$ cat src/rtl/cfg_mgmt_arb_pkg.sv
// Shared widths, state encoding and request payload for the cfg_mgmt port arbiter.
package cfg_mgmt_arb_pkg;

    localparam int unsigned CFG_ADDR_W = 10;
    localparam int unsigned CFG_DATA_W = 32;
    localparam int unsigned CFG_BE_W   = 4;

    localparam logic [CFG_DATA_W-1:0] TIMEOUT_RDATA = 32'hFFFF_FFFF;

    typedef enum logic [1:0] {
        IDLE = 2'd0,
        BUSY = 2'd1,
        RESP = 2'd2,
        GAP  = 2'd3
    } state_e;

    typedef struct packed {
        logic                  write;
        logic                  type1;
        logic [CFG_ADDR_W-1:0] addr;
        logic [CFG_DATA_W-1:0] wdata;
        logic [CFG_BE_W-1:0]   be;
    } cfg_req_t;

endpackage

$ cat src/rtl/cfg_mgmt_arbiter_rr_arbiter.sv
// Combinational round-robin pick: first requester strictly after i_ptr, wrapping.
module rr_arbiter #(
    parameter int unsigned NUM_REQ = 4,
    parameter int unsigned IDX_W   = $clog2(NUM_REQ)
) (
    input  logic [NUM_REQ-1:0] i_req,
    input  logic [IDX_W-1:0]   i_ptr,
    output logic [NUM_REQ-1:0] o_grant_c,
    output logic [IDX_W-1:0]   o_idx_c,
    output logic               o_any_c
);

    logic [IDX_W-1:0] w_cand;
    logic             w_found;

    // Scan offsets 1..NUM_REQ so the last winner has the lowest priority.
    always_comb begin
        o_grant_c = '0;
        o_idx_c   = '0;
        w_found   = 1'b0;
        w_cand    = '0;
        for (int unsigned off = 1; off <= NUM_REQ; off++) begin
            w_cand = IDX_W'((32'(i_ptr) + off) % NUM_REQ);
            if (!w_found && i_req[w_cand]) begin
                w_found            = 1'b1;
                o_grant_c[w_cand]  = 1'b1;
                o_idx_c            = w_cand;
            end
        end
        o_any_c = w_found;
    end

endmodule

$ cat src/rtl/cfg_mgmt_arbiter.sv
// Shares the PCIe core cfg_mgmt DW port among NUM_REQ requesters, one access at a
// time, with round-robin selection and a per-access completion timeout.
module cfg_mgmt_arbiter
    import cfg_mgmt_arb_pkg::*;
#(
    parameter int unsigned NUM_REQ        = 4,
    parameter int unsigned TIMEOUT_CYCLES = 256
) (
    input  logic                          user_clk,
    input  logic                          user_reset,
    input  logic [NUM_REQ-1:0]            req_valid,
    input  logic [NUM_REQ-1:0]            req_write,
    input  logic [NUM_REQ*CFG_ADDR_W-1:0] req_addr,
    input  logic [NUM_REQ*CFG_DATA_W-1:0] req_wdata,
    input  logic [NUM_REQ*CFG_BE_W-1:0]   req_be,
    input  logic [NUM_REQ-1:0]            req_type1,
    output logic [NUM_REQ-1:0]            req_ready,
    output logic [NUM_REQ-1:0]            rsp_valid,
    output logic [CFG_DATA_W-1:0]         rsp_rdata,
    output logic                          rsp_timeout,
    output logic                          busy,
    output logic [CFG_ADDR_W-1:0]         cfg_mgmt_addr,
    output logic                          cfg_mgmt_write,
    output logic [CFG_DATA_W-1:0]         cfg_mgmt_write_data,
    output logic [CFG_BE_W-1:0]           cfg_mgmt_byte_enable,
    output logic                          cfg_mgmt_read,
    output logic                          cfg_mgmt_type1_cfg_reg_access,
    input  logic [CFG_DATA_W-1:0]         cfg_mgmt_read_data,
    input  logic                          cfg_mgmt_read_write_done
);

    localparam int unsigned IDX_W = $clog2(NUM_REQ);
    localparam int unsigned TMR_W = $clog2(TIMEOUT_CYCLES);
    localparam logic [TMR_W-1:0] TMR_LAST = TMR_W'(TIMEOUT_CYCLES - 1);

    state_e               r_state;
    state_e               w_state_nxt;
    logic [IDX_W-1:0]     r_ptr;
    logic [TMR_W-1:0]     r_timer;
    logic [NUM_REQ-1:0]   w_win_oh;
    logic [IDX_W-1:0]     w_win_idx;
    logic                 w_win_any;
    logic [NUM_REQ-1:0]   w_ptr_oh;
    cfg_req_t             w_sel;
    logic                 w_accept;
    logic                 w_done;
    logic                 w_tmo;

    rr_arbiter #(
        .NUM_REQ (NUM_REQ),
        .IDX_W   (IDX_W)
    ) u_rr_arbiter (
        .i_req     (req_valid),
        .i_ptr     (r_ptr),
        .o_grant_c (w_win_oh),
        .o_idx_c   (w_win_idx),
        .o_any_c   (w_win_any)
    );

    // Payload of the winning requester.
    always_comb begin
        w_sel = '0;
        for (int unsigned i = 0; i < NUM_REQ; i++) begin
            if (w_win_oh[i]) begin
                w_sel.write = req_write[i];
                w_sel.type1 = req_type1[i];
                w_sel.addr  = req_addr[i*CFG_ADDR_W +: CFG_ADDR_W];
                w_sel.wdata = req_wdata[i*CFG_DATA_W +: CFG_DATA_W];
                w_sel.be    = req_be[i*CFG_BE_W +: CFG_BE_W];
            end
        end
    end

    assign w_ptr_oh = NUM_REQ'(1) << r_ptr;

    always_ff @(posedge user_clk or posedge user_reset) begin
        if (user_reset) begin
            r_state <= IDLE;
        end else begin
            r_state <= w_state_nxt;
        end
    end

    always_comb begin
        w_state_nxt = r_state;
        case (r_state)
            IDLE:    if (w_win_any) w_state_nxt = BUSY;
            BUSY:    if (cfg_mgmt_read_write_done || (r_timer == TMR_LAST)) w_state_nxt = RESP;
            RESP:    w_state_nxt = GAP;
            GAP:     w_state_nxt = IDLE;
            default: w_state_nxt = IDLE;
        endcase
    end

    // Done beats timeout when both land on the last BUSY cycle.
    always_comb begin
        w_accept  = 1'b0;
        w_done    = 1'b0;
        w_tmo     = 1'b0;
        req_ready = '0;
        busy      = (r_state != IDLE);
        case (r_state)
            IDLE: begin
                w_accept  = w_win_any && !user_reset;
                req_ready = user_reset ? '0 : w_win_oh;
            end
            BUSY: begin
                w_done = cfg_mgmt_read_write_done;
                w_tmo  = !cfg_mgmt_read_write_done && (r_timer == TMR_LAST);
            end
            default: ;
        endcase
    end

    always_ff @(posedge user_clk or posedge user_reset) begin
        if (user_reset) begin
            r_ptr   <= IDX_W'(NUM_REQ - 1);
            r_timer <= '0;
        end else if (w_accept) begin
            r_ptr   <= w_win_idx;
            r_timer <= '0;
        end else if (r_state == BUSY) begin
            r_timer <= r_timer + TMR_W'(1);
        end
    end

    // Core-facing registers double as the latched request fields.
    always_ff @(posedge user_clk or posedge user_reset) begin
        if (user_reset) begin
            cfg_mgmt_addr                 <= '0;
            cfg_mgmt_write                <= 1'b0;
            cfg_mgmt_read                 <= 1'b0;
            cfg_mgmt_write_data           <= '0;
            cfg_mgmt_byte_enable          <= '0;
            cfg_mgmt_type1_cfg_reg_access <= 1'b0;
        end else if (w_accept) begin
            cfg_mgmt_addr                 <= w_sel.addr;
            cfg_mgmt_write                <= w_sel.write;
            cfg_mgmt_read                 <= !w_sel.write;
            cfg_mgmt_write_data           <= w_sel.wdata;
            cfg_mgmt_byte_enable          <= w_sel.be;
            cfg_mgmt_type1_cfg_reg_access <= w_sel.type1;
        end else if (w_done || w_tmo) begin
            cfg_mgmt_addr                 <= '0;
            cfg_mgmt_write                <= 1'b0;
            cfg_mgmt_read                 <= 1'b0;
            cfg_mgmt_write_data           <= '0;
            cfg_mgmt_byte_enable          <= '0;
            cfg_mgmt_type1_cfg_reg_access <= 1'b0;
        end
    end

    // Response pulses during RESP; data and timeout flag hold until the next one.
    always_ff @(posedge user_clk or posedge user_reset) begin
        if (user_reset) begin
            rsp_valid   <= '0;
            rsp_rdata   <= '0;
            rsp_timeout <= 1'b0;
        end else begin
            rsp_valid <= '0;
            if (w_done) begin
                rsp_valid   <= w_ptr_oh;
                rsp_rdata   <= cfg_mgmt_write ? '0 : cfg_mgmt_read_data;
                rsp_timeout <= 1'b0;
            end else if (w_tmo) begin
                rsp_valid   <= w_ptr_oh;
                rsp_rdata   <= TIMEOUT_RDATA;
                rsp_timeout <= 1'b1;
            end
        end
    end

endmodule
$ cat config.mk
export PLATFORM = sky130hd
export DESIGN_NAME = cfg_mgmt_arbiter
export DESIGN_NICKNAME = d
export VERILOG_FILES = /design/src/rtl/cfg_mgmt_arb_pkg.sv /design/src/rtl/cfg_mgmt_arbiter_rr_arbiter.sv /design/src/rtl/cfg_mgmt_arbiter.sv
export SDC_FILE = /design/constraint.sdc
export NUM_CORES = 1
export LEC_CHECK = 0
export CAP_MARGIN = 20
export CORE_MARGIN = 8
export CORE_UTILIZATION = 38
export CTS_BUF_LIST = sky130_fd_sc_hd__clkbuf_8 sky130_fd_sc_hd__clkbuf_16
export DETAILED_ROUTE_END_ITERATION = 10
export GPL_ROUTABILITY_DRIVEN = 0
export PLACE_DENSITY = 0.77
export SETUP_SLACK_MARGIN = 0.1
export SYNTH_ARGS = -nofsm -noshare
export SYNTH_HDL_FRONTEND = slang
export SYNTH_SLANG_ARGS = --single-unit
$ cat constraint.sdc
create_clock -name user_clk -period 4.6 [get_ports user_clk]
set_input_delay 0.92 -clock user_clk [delete_from_list [all_inputs] [get_ports user_clk]]
set_output_delay 0.92 -clock user_clk [all_outputs]
set_load 0.01 [all_outputs]
==> flow_metrics.tcl <==
set metrics [dict create \
    outcome "complete, no violations" \
    avgSynthCellArea_um2 8.744 \
    synth_top_family_by_area "compound AO/OA/AOI/OAI gates" \
    setup_viol_count_final 0 \
    fin_cells 1267 \
    nNetsFinal 1279 \
    drive_gt1_frac 0.08838 \
    worst_setup_path_end_kind "output pin" \
    cts.htree.levels 3 \
    cp-start-kind "register" \
    ant_nets 0 \
    crit_arrival_ps 3420 \
    muxShareOfSynthArea 0.01958 \
    power.density_nw_per_um2 610.7 \
    cp_num_buf_inv 2 \
    min_period_ps 4342 \
    hold_violations 0 \
    maxCapViolations 0 \
    fin_tns_setup_ps 0 \
    drtPass1Iterations 5 \
    cts_sinks 98 \
    netlist_area_um2 6645 \
    clock_skew_ps 8.923 \
    syn_inst 760 \
    max_stage_delay_ps 730 \
    clkLatencyLatePin_ps 350 \
    synthTopCellsByArea "dfrtp_1 36%, a21oi_1 7.1%, a221oi_2 6.8%, a2111oi_0 5.9%, a21o_1 5.4%" \
    port-buffer-count 321 \
    synthSimpleGateAreaFrac 0.1584 \
    wl_per_cell_um 22.49 \
    syn_to_final_growth_pct 55.51 \
    rsz0062_at_grt "false" \
    synth-main-ff-cell "dfrtp_1" \
    cts_setup_buffers 0 \
    path_delay_family "flip-flops" \
    routed_via_density 5.740 \
    synth-xor-area-share 0.009226 \
    grt_pass1_wl_um 43020 \
    clockRootBuffer "clkbuf_16" \
    synth_nets 1003 \
    final-max-slew-violation-count 0 \
    async_flop_share 1.000 \
    crit_chain "inv_1 -> ha_2 -> mux4_2 -> and2_1 -> a221o_2 -> nor2b_1 -> clkdlybuf4s50_1" \
    worst-slew-pin-transition_ps 1068 \
    vias 7272 \
    die_x_um 148.2 \
    holdCritPathClass "register to register" \
    grtUsageMet1 0.3136 \
    ir_drop_mv 0.6548 \
    drcViolationCount 0 \
    critPathRequiredTime_ps 3680 \
    yosys_warnings 0 \
    p_leak_nw 4.493 \
    cts.path.max_buffers 2 \
    synth-seq-area-share 0.3694 \
    slew_headroom 0.2876 \
    core-area_um2 17180 \
    antenna_found_initial 1 \
    dp_hpwl_um 20070 \
    io_pins 322 \
    met3_usage 0.07019 \
    placed_cells 1248 \
    grt_use_met2 0.3968 \
    holdWs_ps 515.1 \
    grtUsageTotal 0.2478 \
    yosysUniqueCellTypes 52 \
    synth_top_area_share 0.3615 \
    cts_tree "built" \
    die_area_um2 21980 \
    yosys.area.top_type "dfrtp_1" \
    routed_wl_um 28490 \
    synthAdderAreaFrac 0.02259 \
    crit_fanout 15 \
    fill_cells 1478 \
    grt-busiest-layer "met2" \
    die_h_um 148.2 \
    grt_overflow 0 \
    placementRows 48 \
    synth_edf_count 0 \
    drt_iter0_drc 616 \
    grt_max_degree 75 \
    path_clk_slew_ps 80 \
    synth-seq-cells 98 \
    critical_path_class "register to output pin" \
    period_share 0.9440 \
    synth_compound_area_frac 0.3252 \
    grt_pass1_vias 7271 \
    final_core_util 0.6016 \
    fmax_ghz 0.2303 \
    cts_made_buffers 9 \
    crit_slowest_cell "dfstp_4" \
    start_util 0.3869 \
]
## registers in the layout (all words and copies together) (netlist names), 2 cells and up
| register | cells |
|---|---|
| cfg_mgmt_write_data | 32 |
| r_timer | 8 |
| cfg_mgmt_addr | 10 |
| rsp_rdata | 32 |
| cfg_mgmt_byte_enable | 4 |
| r_state | 2 |
| rsp_valid | 4 |
| r_ptr | 2 |
## where the power goes
part / total, mW / switching (mW) / leakage [nW] / internal (mW)
Clock: 0.769 / 0.374 / 0.147 / 0.395
Combinational: 4.16 / 2.39 / 3.10 / 1.77
Sequential: 1.38 / 0.202 / 1.25 / 1.18
Total: 6.31 / 2.97 / 4.49 / 3.35
## metal layers
layer | wire length [um] | vias up
met5 | 0 | -
met4 | 803 | 0
met3 | 2710 | 44
met2 | 13440 | 385
met1 | 11540 | 3490
li1 | - | 3353
## cells in the mapped netlist (all sizes together), types with 2 or more instances
cell / instances
a221o: 2
a221oi: 50
mux4: 3
nand3b: 2
mux2: 2
nand3: 48
ha: 12
dfrtp: 96
o21ai: 33
nor3b: 4
nor2b: 5
xor2: 4
nand2: 15
a2111oi: 48
or3b: 3
nor2: 65
xnor2: 3
and3: 52
dfstp: 2
and2: 4
mux2i: 4
a21oi: 94
a21o: 48
inv: 64
or3: 2
clkbuf: 49
buf: 31
## repair_timing
action | 4_1_cts | 5_1_grt
endpoints found under the setup margin | 2 | 0
endpoints found under the hold margin | 0 | 0
gates resized for setup | 3 | 0
hold buffers | 0 | 0
## worst reg2reg max path: cells and delay by family, from the launching register on
family	cells	cell delay (ps)
buffers and inverters	3	850
adders and majority gates	1	450
DFF	1	730
muxes	1	370
and+or+nand+nor	3	1160
AOI/OAI and AO/OA	2	330
## per-stage QoR
step                setup slack (ps)  cell area (um2)  power (mW)
floorplan                      738.2             6649       4.060
global placement               219.2             9975       5.444
detailed placement             179.3             9975       5.513
CTS                            220.3            10280       6.309
global route                   109.3            10330       6.730
finish                         257.8            10330       6.311
## area by class of cell
class	count	area [um2]	share of cell area
Clock buffer	10	239.0	0.02313
Inverter	64	244.0	0.02361
Timing Repair Buffer	345	3457	0.3345
Sequential cell	98	2459	0.2379
Antenna cell	1	2.502	0.0002422
Multi-Input combinational cell	518	3593	0.3477
Clock inverter	6	57.56	0.005570
Tap cell	225	281.5	0.02724
## worst paths after layout
check	cells after the start	slack, ps	endpoint	from
worst max-delay path	7	260	req_ready[0]	r_ptr[0]$_DFFE_PP1P_
worst min-delay path	2	520	rsp_timeout$_DFFE_PP0P_	rsp_timeout$_DFFE_PP0P_
worst max register to register	10	570	cfg_mgmt_addr[7]$_DFFE_PP0P_	r_ptr[0]$_DFFE_PP1P_
worst min register to register	2	520	rsp_timeout$_DFFE_PP0P_	rsp_timeout$_DFFE_PP0P_
max in group asynchronous	5	2550	rsp_rdata[26]$_DFFE_PP0P_	user_reset
min in group asynchronous	3	1090	cfg_mgmt_write_data[1]$_DFFE_PP0P_	user_reset
## cell usage in the layout, fill, tap and decap left out, types with 5 or more instances in the layout
| cell | count |
|---|---|
| nor2_1 | 64 |
| o21ai_0 | 30 |
| clkbuf_16 | 9 |
| a21oi_1 | 93 |
| buf_4 | 20 |
| nor2b_1 | 5 |
| a221oi_1 | 20 |
| ha_1 | 11 |
| a21o_1 | 48 |
| dfrtp_1 | 96 |
| a2111oi_0 | 45 |
| nand2_1 | 14 |
| and3_1 | 51 |
| clkdlybuf4s50_1 | 320 |
| a221oi_2 | 30 |
| inv_1 | 63 |
| nand3_1 | 47 |
## logic make-up (layout without fill, tap and decap cells)
family,Yosys count,in the layout
AO/OA/AOI/OAI,285,285
XOR/XNOR,7,7
adder cells (fa/ha/maj),12,12
buffers and inverters,144,425
flip-flops,98,98
multiplexers,9,9
other,0,1
AND/OR/NAND/NOR,205,205
Power figures use the tool's default switching activity.
